**config.mk**
```make
export PLATFORM = sky130hd
export DESIGN_NAME = gray_counter
export DESIGN_NICKNAME = d
export VERILOG_FILES = /design/src/rtl/gray_pkg.sv /design/src/rtl/gray2bin_dec.sv /design/src/rtl/gray_counter.sv
export SDC_FILE = /design/constraint.sdc
export NUM_CORES = 1
export LEC_CHECK = 0
export BUFFER_PORTS_ARGS = -buffer_cell sky130_fd_sc_hd__buf_4
export CAP_MARGIN = 20
export CORE_MARGIN = 3
export CORE_UTILIZATION = 23
export CTS_CLUSTER_SIZE = 16
export DETAILED_ROUTE_END_ITERATION = 6
export HOLD_SLACK_MARGIN = 0.12
export PLACE_DENSITY = 0.51
export SYNTH_ARGS = -nofsm -noshare
export SYNTH_HDL_FRONTEND = slang
export SYNTH_HIERARCHICAL = 1
export SYNTH_SLANG_ARGS = --single-unit
```
**constraint.sdc**
```tcl
create_clock -name clk -period 3.4 [get_ports clk]
set_input_delay 0.68 -clock clk [delete_from_list [all_inputs] [get_ports clk]]
set_output_delay 0.68 -clock clk [all_outputs]
set_load 0.05 [all_outputs]
```
**src/rtl/gray_pkg.sv**
```systemverilog
// rtl/gray_pkg.sv - shared Gray/binary conversion helpers and width limit for gray_counter.
package gray_pkg;

  localparam int GRAY_MAX_WIDTH = 16;

  typedef logic [GRAY_MAX_WIDTH-1:0] gray_word_t;

  // Inputs narrower than GRAY_MAX_WIDTH are zero-extended; callers truncate the result.
  function automatic gray_word_t bin2gray(input gray_word_t b);
    return b ^ (b >> 1);
  endfunction

  function automatic gray_word_t gray2bin(input gray_word_t g);
    gray_word_t b;
    b[GRAY_MAX_WIDTH-1] = g[GRAY_MAX_WIDTH-1];
    for (int i = GRAY_MAX_WIDTH - 2; i >= 0; i--) begin
      b[i] = b[i+1] ^ g[i];
    end
    return b;
  endfunction

endpackage

```
**src/rtl/gray2bin_dec.sv**
```systemverilog
// rtl/gray2bin_dec.sv - combinational WIDTH-bit Gray-to-binary XOR-chain decoder.
module gray2bin_dec
  import gray_pkg::*;
#(
  parameter int WIDTH = 3
) (
  input  logic [WIDTH-1:0] gray_in,
  output logic [WIDTH-1:0] bin_out
);

  always_comb begin
    bin_out = '0;
    bin_out[WIDTH-1] = gray_in[WIDTH-1];
    for (int i = WIDTH - 2; i >= 0; i--) begin
      bin_out[i] = bin_out[i+1] ^ gray_in[i];
    end
  end

endmodule

```
**src/rtl/gray_counter.sv**
```systemverilog
// rtl/gray_counter.sv - up/down Gray-code counter with Gray load and terminal-count/wrap flags.
// Define GRAY_CNT_SAT_EN to saturate at the end of the range instead of wrapping.
module gray_counter
  import gray_pkg::*;
#(
  parameter int WIDTH = 3
) (
  input  logic             clk,
  input  logic             reset,
  input  logic             en,
  input  logic             up,
  input  logic             load,
  input  logic [WIDTH-1:0] load_gray,
  output logic [WIDTH-1:0] gray_out,
  output logic [WIDTH-1:0] bin_out,
  output logic             tc,
  output logic             wrap
);

  localparam logic [WIDTH-1:0] CNT_MAX = '1;

  logic [WIDTH-1:0] bin_q, bin_d;
  logic [WIDTH-1:0] gray_q, gray_d;
  logic             wrap_q, wrap_d;
  logic [WIDTH-1:0] load_bin;

  gray2bin_dec #(
    .WIDTH(WIDTH)
  ) u_load_dec (
    .gray_in(load_gray),
    .bin_out(load_bin)
  );

  assign tc = up ? (bin_q == CNT_MAX) : (bin_q == '0);

  always_comb begin
    bin_d  = bin_q;
    wrap_d = 1'b0;
    if (load) begin
      bin_d = load_bin;
    end else if (en) begin
`ifdef GRAY_CNT_SAT_EN
      if (!tc) begin
        bin_d = up ? bin_q + WIDTH'(1) : bin_q - WIDTH'(1);
      end
`else
      bin_d  = up ? bin_q + WIDTH'(1) : bin_q - WIDTH'(1);
      wrap_d = tc;
`endif
    end
    // Gray register is loaded from the next binary value so both views change together.
    gray_d = WIDTH'(bin2gray(GRAY_MAX_WIDTH'(bin_d)));
  end

  always_ff @(posedge clk or posedge reset) begin
    if (reset) begin
      bin_q  <= '0;
      gray_q <= '0;
      wrap_q <= 1'b0;
    end else begin
      bin_q  <= bin_d;
      gray_q <= gray_d;
      wrap_q <= wrap_d;
    end
  end

  assign bin_out  = bin_q;
  assign gray_out = gray_q;
  assign wrap     = wrap_q;

endmodule
```
==> impl_metrics.tcl, run 1 <==
set metrics [dict create \
    run_status "finished clean" \
    routed_wl_um 644 \
    synth_area_per_cell_um2 11.3 \
    clk_pin_slew_worst_paths_ns 0.04 \
    clkPwrFrac 0.194 \
    vias_per_cell 4.44 \
    setup_tns_ns 0 \
    combPwrFrac 0.500 \
    rsz0062_at_grt "no" \
    critical_path_arrival_ns 1.54 \
    switchingPower_uw 148 \
    reg2reg_to "gray_out[1]" \
    reg2reg_depth 5 \
    place_congestion 0.710 \
    cp.required_ns 2.72 \
    fin_skew_ns 0.00187 \
    hold_slack_ns 0.349 \
    yosysSeqAreaShare 0.417 \
    drtIter0Drc 4 \
    fmax_ghz 0.450 \
    p_int_uw 185 \
    die_area_um2 2080 \
    p_sw_frac 0.445 \
    worstSetupStartpoint "up" \
    diodes 0 \
    drt_drc_violations_left 0 \
    antenna_found_initial 0 \
    hp-class "input port to asynchronous set/reset pin" \
    syn_nets 41 \
    grt_first_pass_wirelength_mm 1.05 \
    ys_types 19 \
    cts_hold_buf 0 \
    worst_pin_slew_ns 0.329 \
    cts.sinks 6 \
    cts_resized 0 \
    rows 13 \
    worstSetupStartpointType "input port" \
    finalCriticalPeriod_ns 2.22 \
    dieWidth_um 45.6 \
    area_growth_pct 38.5 \
    drt_pass1_iterations 4 \
    crit_path_end_kind "output pin" \
    ir_worst_vdd_mv 0.252 \
    layout_commonest_cell "buf_4" \
    powerDensity_nw_per_um2 667 \
    period_share 0.653 \
    synth_cells 32 \
    layout_common_cells "buf_4 (15), dfrtp_1 (6), inv_1 (3), xnor2_1 (3), clkbuf_4 (3)" \
    final_antenna_net_count 0 \
    relSlewSlack 0.781 \
    via_count 280 \
    cap_violations 0 \
    hpwl_um 527 \
    rrSetupSlack_ns 1.60 \
    hold_violations 0 \
    port_buffers 15 \
    initial_core_util 0.261 \
    tritoncts "built" \
    p_leak_uw 0.000261 \
    netlist_area_um2 360 \
    drive_gt1_frac 0.417 \
    regArea_um2 150 \
    path_class "input port to output pin" \
    fill_cells 143 \
    grt_max_degree 10 \
    final_nets 59 \
    post_cts_buffers 0 \
    clock_latency_ns 0.24 \
    fp.dieH_um 45.6 \
    yosys_register_bits 6 \
    crit_fanout 4 \
    cts-root-buf "clkbuf_4" \
    ctsHtreeMaxLevel 1 \
    coreArea_um2 1380 \
    power.share.sequential 0.307 \
    multiInputGateArea_um2 184 \
    r2r-start "bin_out[0]" \
    track_usage 0.0770 \
    clockBufferDepth 2 \
    ios 16 \
    synth_warnings 6 \
    setup_violations 0 \
    grt_pass1_vias 250 \
    cts_made_buffers 3 \
    wl_per_cell_um 10.2 \
    overflow 0 \
    drv_slew 0 \
]
## per-stage QoR
| stage | util | total power [uW] | cell area (um^2) | cells | setup WS, ns |
|---|---|---|---|---|---|
| 3_3_place_gp | 0.345 | 273 | 477 | 60 | 1.17 |
| 5_1_grt | 0.361 | 356 | 499 | 63 | 1.13 |
| 6_report | 0.361 | 333 | 499 | 63 | 1.18 |
| 2_1_floorplan | - | 223 | 360 | 32 | 1.18 |
| 4_1_cts | 0.361 | 339 | 499 | 63 | 1.17 |
| 3_5_place_dp | 0.345 | 272 | 477 | 60 | 1.17 |
## critical path, cell delays in order
cell	delay (ns)
buf_4	0.12
or4_1	0.45
nand2_1	0.09
buf_4	0.19
## how the worst max path moves through the flow
stage / to / slack, ns / depth (start not counted)
2_1_floorplan: tc / 1.18 / 2
4_1_cts: tc / 1.17 / 4
6_report: tc / 1.18 / 4
3_3_place_gp: gray_out[1] / 1.17 / 7
3_5_place_dp: tc / 1.17 / 4
5_1_grt: tc / 1.13 / 4
## kinds of logic (layout without fill, tap and decap cells)
| group | Yosys count | count (layout) | share of synthesized area |
|---|---|---|---|
| buffers and inverters | 5 | 21 | 0.0729 |
| AO/OA/AOI/OAI | 3 | 3 | 0.0486 |
| flip-flops | 6 | 6 | 0.417 |
| adder cells (fa/ha/maj) | 1 | 1 | 0.0556 |
| AND/OR/NAND/NOR | 10 | 10 | 0.191 |
| XOR/XNOR | 6 | 6 | 0.188 |
| multiplexers | 1 | 1 | 0.0278 |
## metal layers
metal	part of all wire	GRT usage	up-vias	wire, um
met1	0.44	0.0913	125	282
met2	0.43	0.100	14	275
met3	0.11	0.0593	2	72
met5	0	0	-	0
met4	0.019	0.0351	0	12
li1	-	-	139	-
## registers in the layout (all words and copies together), names as in the netlist
| register | flops |
|---|---|
| bin_out | 3 |
| gray_out | 2 |
| wrap | 1 |
## power groups by stage
stage / Combinational [uW] / Clock, uW / Sequential [uW]
6_report: 166 / 64.5 / 102
5_1_grt: 177 / 73.4 / 105
3_3_place_gp: 169 / 0 / 104
2_1_floorplan: 60.3 / 0 / 163
4_1_cts: 169 / 67.4 / 103
3_5_place_dp: 168 / 0 / 104
## cell usage after synthesis (all sizes together)
cell / number / share of area
and3b: 1 / 0.024
xor3: 1 / 0.066
mux2i: 1 / 0.028
or4: 1 / 0.021
o21ai: 1 / 0.014
inv: 3 / 0.031
dfrtp: 6 / 0.42
fa: 1 / 0.056
buf: 2 / 0.042
xnor2: 3 / 0.073
nand3b: 1 / 0.021
nand2: 2 / 0.021
nand3: 1 / 0.028
a21oi: 1 / 0.014
xor2: 2 / 0.049
nor2: 2 / 0.021
or4b: 1 / 0.038
a22oi: 1 / 0.021
nand4: 1 / 0.017
## layout make-up
class / count / share of cell area
tap: 15 / 0.0376
multi-input combinational: 21 / 0.368
inverter: 3 / 0.0226
sequential: 6 / 0.301
clock buffer: 3 / 0.0451
timing repair buffer: 15 / 0.226
(Power assumes the default switching activity.)
==> run 2, diff against run 1 <==
--- a/config.mk
+++ b/config.mk
@@ -12,7 +12,7 @@
 export CTS_CLUSTER_SIZE = 16
 export DETAILED_ROUTE_END_ITERATION = 6
 export HOLD_SLACK_MARGIN = 0.12
-export PLACE_DENSITY = 0.51
+export PLACE_DENSITY = 0.52
 export SYNTH_ARGS = -nofsm -noshare
 export SYNTH_HDL_FRONTEND = slang
 export SYNTH_HIERARCHICAL = 1
==> constraint.sdc (replaced) <==
create_clock -name clk -period 1.9 [get_ports clk]
set_input_delay 0.38 -clock clk [delete_from_list [all_inputs] [get_ports clk]]
set_output_delay 0.38 -clock clk [all_outputs]
set_load 0.05 [all_outputs]
==> run 2 against run 1 <==
- combinational power up 100%
- wire length up 11%
- clock skew up 0.0012 ns
- utilization up 4.1 points
- global-route usage up 0.74 points
- non-clock buffer count up 5
- clock power up 95%
- sequential power up 73%
- via count up 6.4%
- critical path depth down 1
==> impl_metrics.tcl, run 2 (same netlist as run 1, synthesis figures left out) <==
set metrics [dict create \
    run_status "finished clean" \
    rsz0062_at_grt "no" \
    vias_per_cell 4.32 \
    finalCriticalPeriod_ns 1.85 \
    p_sw_frac 0.430 \
    final_nets 64 \
    ctsHtreeMaxLevel 1 \
    powerDensity_nw_per_um2 1150 \
    fin_skew_ns 0.00305 \
    overflow 0 \
    final_antenna_net_count 0 \
    drv_slew 0 \
    layout_common_cells "buf_4 (18), dfrtp_1 (4), inv_1 (3), xnor2_1 (3), clkbuf_4 (3)" \
    power.share.sequential 0.275 \
    setup_violations 0 \
    coreArea_um2 1380 \
    worst_pin_slew_ns 0.313 \
    wl_per_cell_um 10.3 \
    place_congestion 0.661 \
    fin_cells 69 \
    die_area_um2 2080 \
    path_class "register to output pin" \
    reg2reg_depth 5 \
    fin_total_pwr_uw 639 \
    crit_fanout 5 \
    hold_depth 2 \
    cap_violations 0 \
    ios 16 \
    critical_path_arrival_ns 1.47 \
    hold_slack_ns 0.408 \
    worstSetupStartpointType "register" \
    placed_cell_area_um2 502 \
    grt_max_degree 10 \
    dp_cells 63 \
    tritoncts "built" \
    track_usage 0.0843 \
    relSlewSlack 0.791 \
    fmax_ghz 0.541 \
    hp-class "input port to register" \
    grt_pass1_vias 306 \
    antenna_found_initial 0 \
    rows 13 \
    switchingPower_uw 275 \
    cts-root-buf "clkbuf_4" \
    port_buffers 15 \
    dieWidth_um 45.6 \
    layout_commonest_cell "buf_4" \
    p_leak_uw 0.000285 \
    via_count 298 \
    drt_drc_violations_left 0 \
    period_share 0.972 \
    hpwl_um 581 \
    cts.sinks 6 \
    combPwrFrac 0.527 \
    design_area_um2 556 \
    clockBufferDepth 2 \
    cts_made_buffers 3 \
    ir_worst_vdd_mv 0.500 \
    grt_first_pass_wirelength_mm 1.21 \
    area_growth_pct 54.2 \
    drtIter0Drc 2 \
    fp.dieH_um 45.6 \
    cp.required_ns 1.52 \
    p_int_uw 364 \
    crit_path_end_kind "output pin" \
    clkPwrFrac 0.198 \
    initial_core_util 0.261 \
    clock_latency_ns 0.24 \
    largest_register_ffs 3 \
    hold_violations 0 \
    clk_pin_slew_worst_paths_ns 0.05 \
    drt_pass1_iterations 2 \
    diodes 0 \
    drive_gt1_frac 0.500 \
    setup_tns_ns 0 \
    routed_wl_um 712 \
]
run 2: cell types whose count changed in the layout (fill, tap and decap cells not counted), sizes merged:
cell | before | now
dlygate4sd3 | 0 | 1
buf | 15 | 19
clkbuf | 3 | 4
run 2: final timing paths:
path / from / to / slack, ns
setup / recovery: bin_out[0] / tc / 0.05
hold / removal: load / bin_out[0] / 0.41
setup reg to reg: bin_out[0] / gray_out[1] / 0.12
hold reg to reg: bin_out[2] / bin_out[2] / 0.69
max in group asynchronous: reset / bin_out[1] / 1.10
min in group asynchronous: reset / gray_out[0] / 0.60
run 2: stage by stage:
step | setup slack (ns) | util
finish | 0.0530 | 0.402
floorplan | 0.00531 | -
global route | 0.00322 | 0.402
CTS | 0.00289 | 0.389
detailed placement | 0.0163 | 0.363
global placement | 0.0247 | 0.363
run 2: timing repair:
item,CTS,global route
endpoints found under the setup margin,0,1
hold buffers,1,0
buffers inserted,0,1
resized for setup,0,3
hold endpoints to repair,6,0
run 2: critical path: stages (launching register included):
cell	delay [ns]
dfrtp_2	0.43
or4_1	0.54
nand2_2	0.10
buf_8	0.15
run 2: area by class of cell:
class,instances,area (um^2)
Tap cell,15,18.8
Fill cell,133,827
Inverter,3,11.3
Timing Repair Buffer,20,160
Clock buffer,4,26.3
Sequential cell,6,153
Multi-Input combinational cell,21,186
run 2: power by group through the flow:
stage	Combinational, uW	Clock, uW	Sequential [uW]
2_1_floorplan	108	0	293
3_3_place_gp	325	0	180
4_1_cts	328	133	177
6_report	337	126	176
3_5_place_dp	326	0	179
5_1_grt	360	139	181
run 2: layer usage:
layer / track usage / part of all wire / vias up
met5: 0 / 0 / -
met4: 0.0526 / 0 / 0
met3: 0.0356 / 0.067 / 0
met2: 0.131 / 0.49 / 13
met1: 0.0940 / 0.44 / 136
li1: - / - / 149
==> run 3, diff against run 2 <==
--- a/config.mk
+++ b/config.mk
@@ -5,6 +5,7 @@
 export SDC_FILE = /design/constraint.sdc
 export NUM_CORES = 1
 export LEC_CHECK = 0
+export ABC_AREA = 1
 export BUFFER_PORTS_ARGS = -buffer_cell sky130_fd_sc_hd__buf_4
 export CAP_MARGIN = 20
 export CORE_MARGIN = 3
@@ -12,8 +13,7 @@
 export CTS_CLUSTER_SIZE = 16
 export DETAILED_ROUTE_END_ITERATION = 6
 export HOLD_SLACK_MARGIN = 0.12
-export PLACE_DENSITY = 0.52
+export PLACE_DENSITY = 0.51
 export SYNTH_ARGS = -nofsm -noshare
 export SYNTH_HDL_FRONTEND = slang
-export SYNTH_HIERARCHICAL = 1
 export SYNTH_SLANG_ARGS = --single-unit
==> constraint.sdc (replaced) <==
create_clock -name clk -period 1.9 [get_ports clk]
set_input_delay 0.095 -clock clk [delete_from_list [all_inputs] [get_ports clk]]
set_output_delay 0.095 -clock clk [all_outputs]
set_load 0.05 [all_outputs]
==> run 3 against run 2 <==
- hold slack got worse by 0.25 ns
- maximum frequency increased by 15%
- global-route usage is 0.20 points lower
- first-iteration DRC count increased to 5.5 times the previous value
- wire length rose by 23%
- cell count rose by 52%
- worst setup slack improved by 0.24 ns
- non-clock buffer count decreased by 2
- largest power group unchanged
- highest routed layer unchanged
==> impl_metrics.tcl, run 3 <==
set metrics [dict create \
    cts-root-buf "clkbuf_4" \
    clockBufferDepth 2 \
    antenna_found_initial 0 \
    grt_first_pass_wirelength_mm 1.56 \
    clk_pin_slew_worst_paths_ns 0.04 \
    path_class "register to register" \
    final_antenna_net_count 0 \
    ir_worst_vdd_mv 0.286 \
    via_count 422 \
    fp.dieH_um 50.1 \
    ys_types 17 \
    yosysTopAreaCell "dfrtp_1" \
    synth_area_leaders "dfrtp_1 (34%), nand2_1 (13%), inv_1 (10%)" \
    initial_core_util 0.251 \
    drt_drc_violations_left 0 \
    diodes 0 \
    synth_cells 61 \
    yosys_register_bits 6 \
    routed_wl_um 879 \
    design_area_um2 624 \
    finalCriticalPeriod_ns 1.61 \
    run_status "finished clean" \
    synth_top_area_share 0.336 \
    drt_pass1_iterations 4 \
    pre_cts_ws_ns 0.324 \
    met3_wirelength_um 54 \
    coreArea_um2 1780 \
    layout_commonest_cell "nand2_1" \
    dieWidth_um 50.1 \
    port_buffers 15 \
    ctsHtreeMaxLevel 1 \
    area_growth_pct 39.8 \
    cts.sinks 6 \
    synth.most_common_cell "nand2_1" \
    drv_slew 0 \
    fin_skew_ns 0.00321 \
    drive_gt1_frac 0.350 \
    overflow 0 \
    critical_path_arrival_ns 1.73 \
    setup_violations 0 \
    routed.top_layer "met3" \
    synth_area_per_cell_um2 7.32 \
    netlist_area_um2 447 \
    place_congestion 0.805 \
    ios 16 \
    cp.required_ns 2.03 \
    hold_violations 0 \
    rows 15 \
    period_share 0.845 \
    post_cts_buffers 0 \
    hp-class "input port to register" \
    synthArstFlopShare 1.00 \
    fin_total_pwr_uw 542 \
    synth_edf_count 0 \
    wl_met1_um 425 \
    drtIter0Drc 11 \
    yosysSeqAreaShare 0.336 \
    track_usage 0.0823 \
    p_leak_uw 0.000361 \
    placed_cell_area_um2 572 \
    tritoncts "built" \
    hpwl_um 706 \
    utilization 0.350 \
    crit_fanout 5 \
    grt_max_degree 8 \
    syn_nets 70 \
    worstSetupStartpointType "register" \
    layout_common_cells "nand2_1 (16), buf_4 (15), inv_1 (12), nand3_1 (7), dfrtp_1 (6)" \
    clock_latency_ns 0.24 \
    grt_pass1_vias 385 \
    crit_path_end_kind "register" \
    final_nets 91 \
    vias_per_cell 4.02 \
    fin_ws_ns 0.295 \
    largest_register_ffs 3 \
    cts_made_buffers 3 \
    die_area_um2 2510 \
    cap_violations 0 \
    setup_tns_ns 0 \
    synth_warnings 0 \
    wl_per_cell_um 8.37 \
    rsz0062_at_grt "no" \
    met2_length_um 400 \
    fmax_ghz 0.623 \
    synth_top_cells_by_count "nand2_1 (16), inv_1 (12), nand3_1 (7), dfrtp_1 (6), nand2_2 (4)" \
    synth-main-ff-cell "dfrtp_1" \
    powerDensity_nw_per_um2 867 \
    relSlewSlack 0.856 \
    worst_pin_slew_ns 0.216 \
]
## run 3: cell types whose count changed in the layout (fill, tap and decap cells not counted), moves of 2 or more
cell	before	now
buf_4	18	15
dfrtp_1	4	6
inv_1	3	12
nand2_1	1	16
dfrtp_2	2	0
xnor2_1	3	0
dlygate4sd3_1	1	3
nand2_2	1	4
inv_2	0	2
nand3_1	0	7
## run 3: where the power goes
group | switching (uW) | total (uW) | internal (uW)
Clock | 43.2 | 114 | 71.3
Sequential | 17.3 | 165 | 147
Combinational | 174 | 262 | 88.8
Total | 234 | 542 | 308
## run 3: worst max-delay path, stage by stage (launching register included)
cell	delay (ns)
dfrtp_1	0.42
inv_1	0.08
fa_1	0.51
nand2_4	0.09
o21ai_2	0.06
o21ai_4	0.16
inv_2	0.06
nand3_2	0.06
nand2_1	0.05
## run 3: metrics by stage
step	std cells	hold WS, ns
after floorplan	61	-0.114
after global placement	99	0.0237
after detailed placement	99	0.0233
after CTS	105	0.147
after global routing	105	0.160
final	105	0.155
## run 3: routing by layer
layer / track usage / vias up
li1: - / 223
met1: 0.104 / 183
met2: 0.122 / 16
met3: 0.0302 / 0
met4: 0.0415 / 0
met5: 0 / -
## run 3: timing repair
item / 4_1_cts / 5_1_grt
gates resized for setup: 0 / 0
hold buffers: 3 / 0
hold endpoints to repair: 8 / 0
## run 3: layout make-up
class | count | area, um^2
clock buffer | 3 | 22.5
fill | 195 | 1160
inverter | 14 | 52.6
multi-input combinational | 39 | 225
sequential | 6 | 150
tap | 25 | 31.3
timing repair buffer | 18 | 143
## run 3: cell families after synthesis
logic type / Yosys count / share of synthesized area
XOR/XNOR: 1 / 0.0196
adder cells (fa/ha/maj): 1 / 0.0448
AO/OA/AOI/OAI: 3 / 0.0701
buffers and inverters: 16 / 0.160
AND/OR/NAND/NOR: 34 / 0.370
flip-flops: 6 / 0.336
## run 3: worst paths after layout
kind / cells past startpoint / endpoint / slack (ns) / startpoint
max reg2reg: 8 / gray_out[1] / 0.29 / bin_out[0]
max in group asynchronous: 3 / bin_out[2] / 1.40 / reset
min in group asynchronous: 3 / wrap / 0.32 / reset
max: 8 / gray_out[1] / 0.29 / bin_out[0]
min reg2reg: 2 / bin_out[1] / 0.71 / bin_out[1]
min: 3 / wrap / 0.16 / en
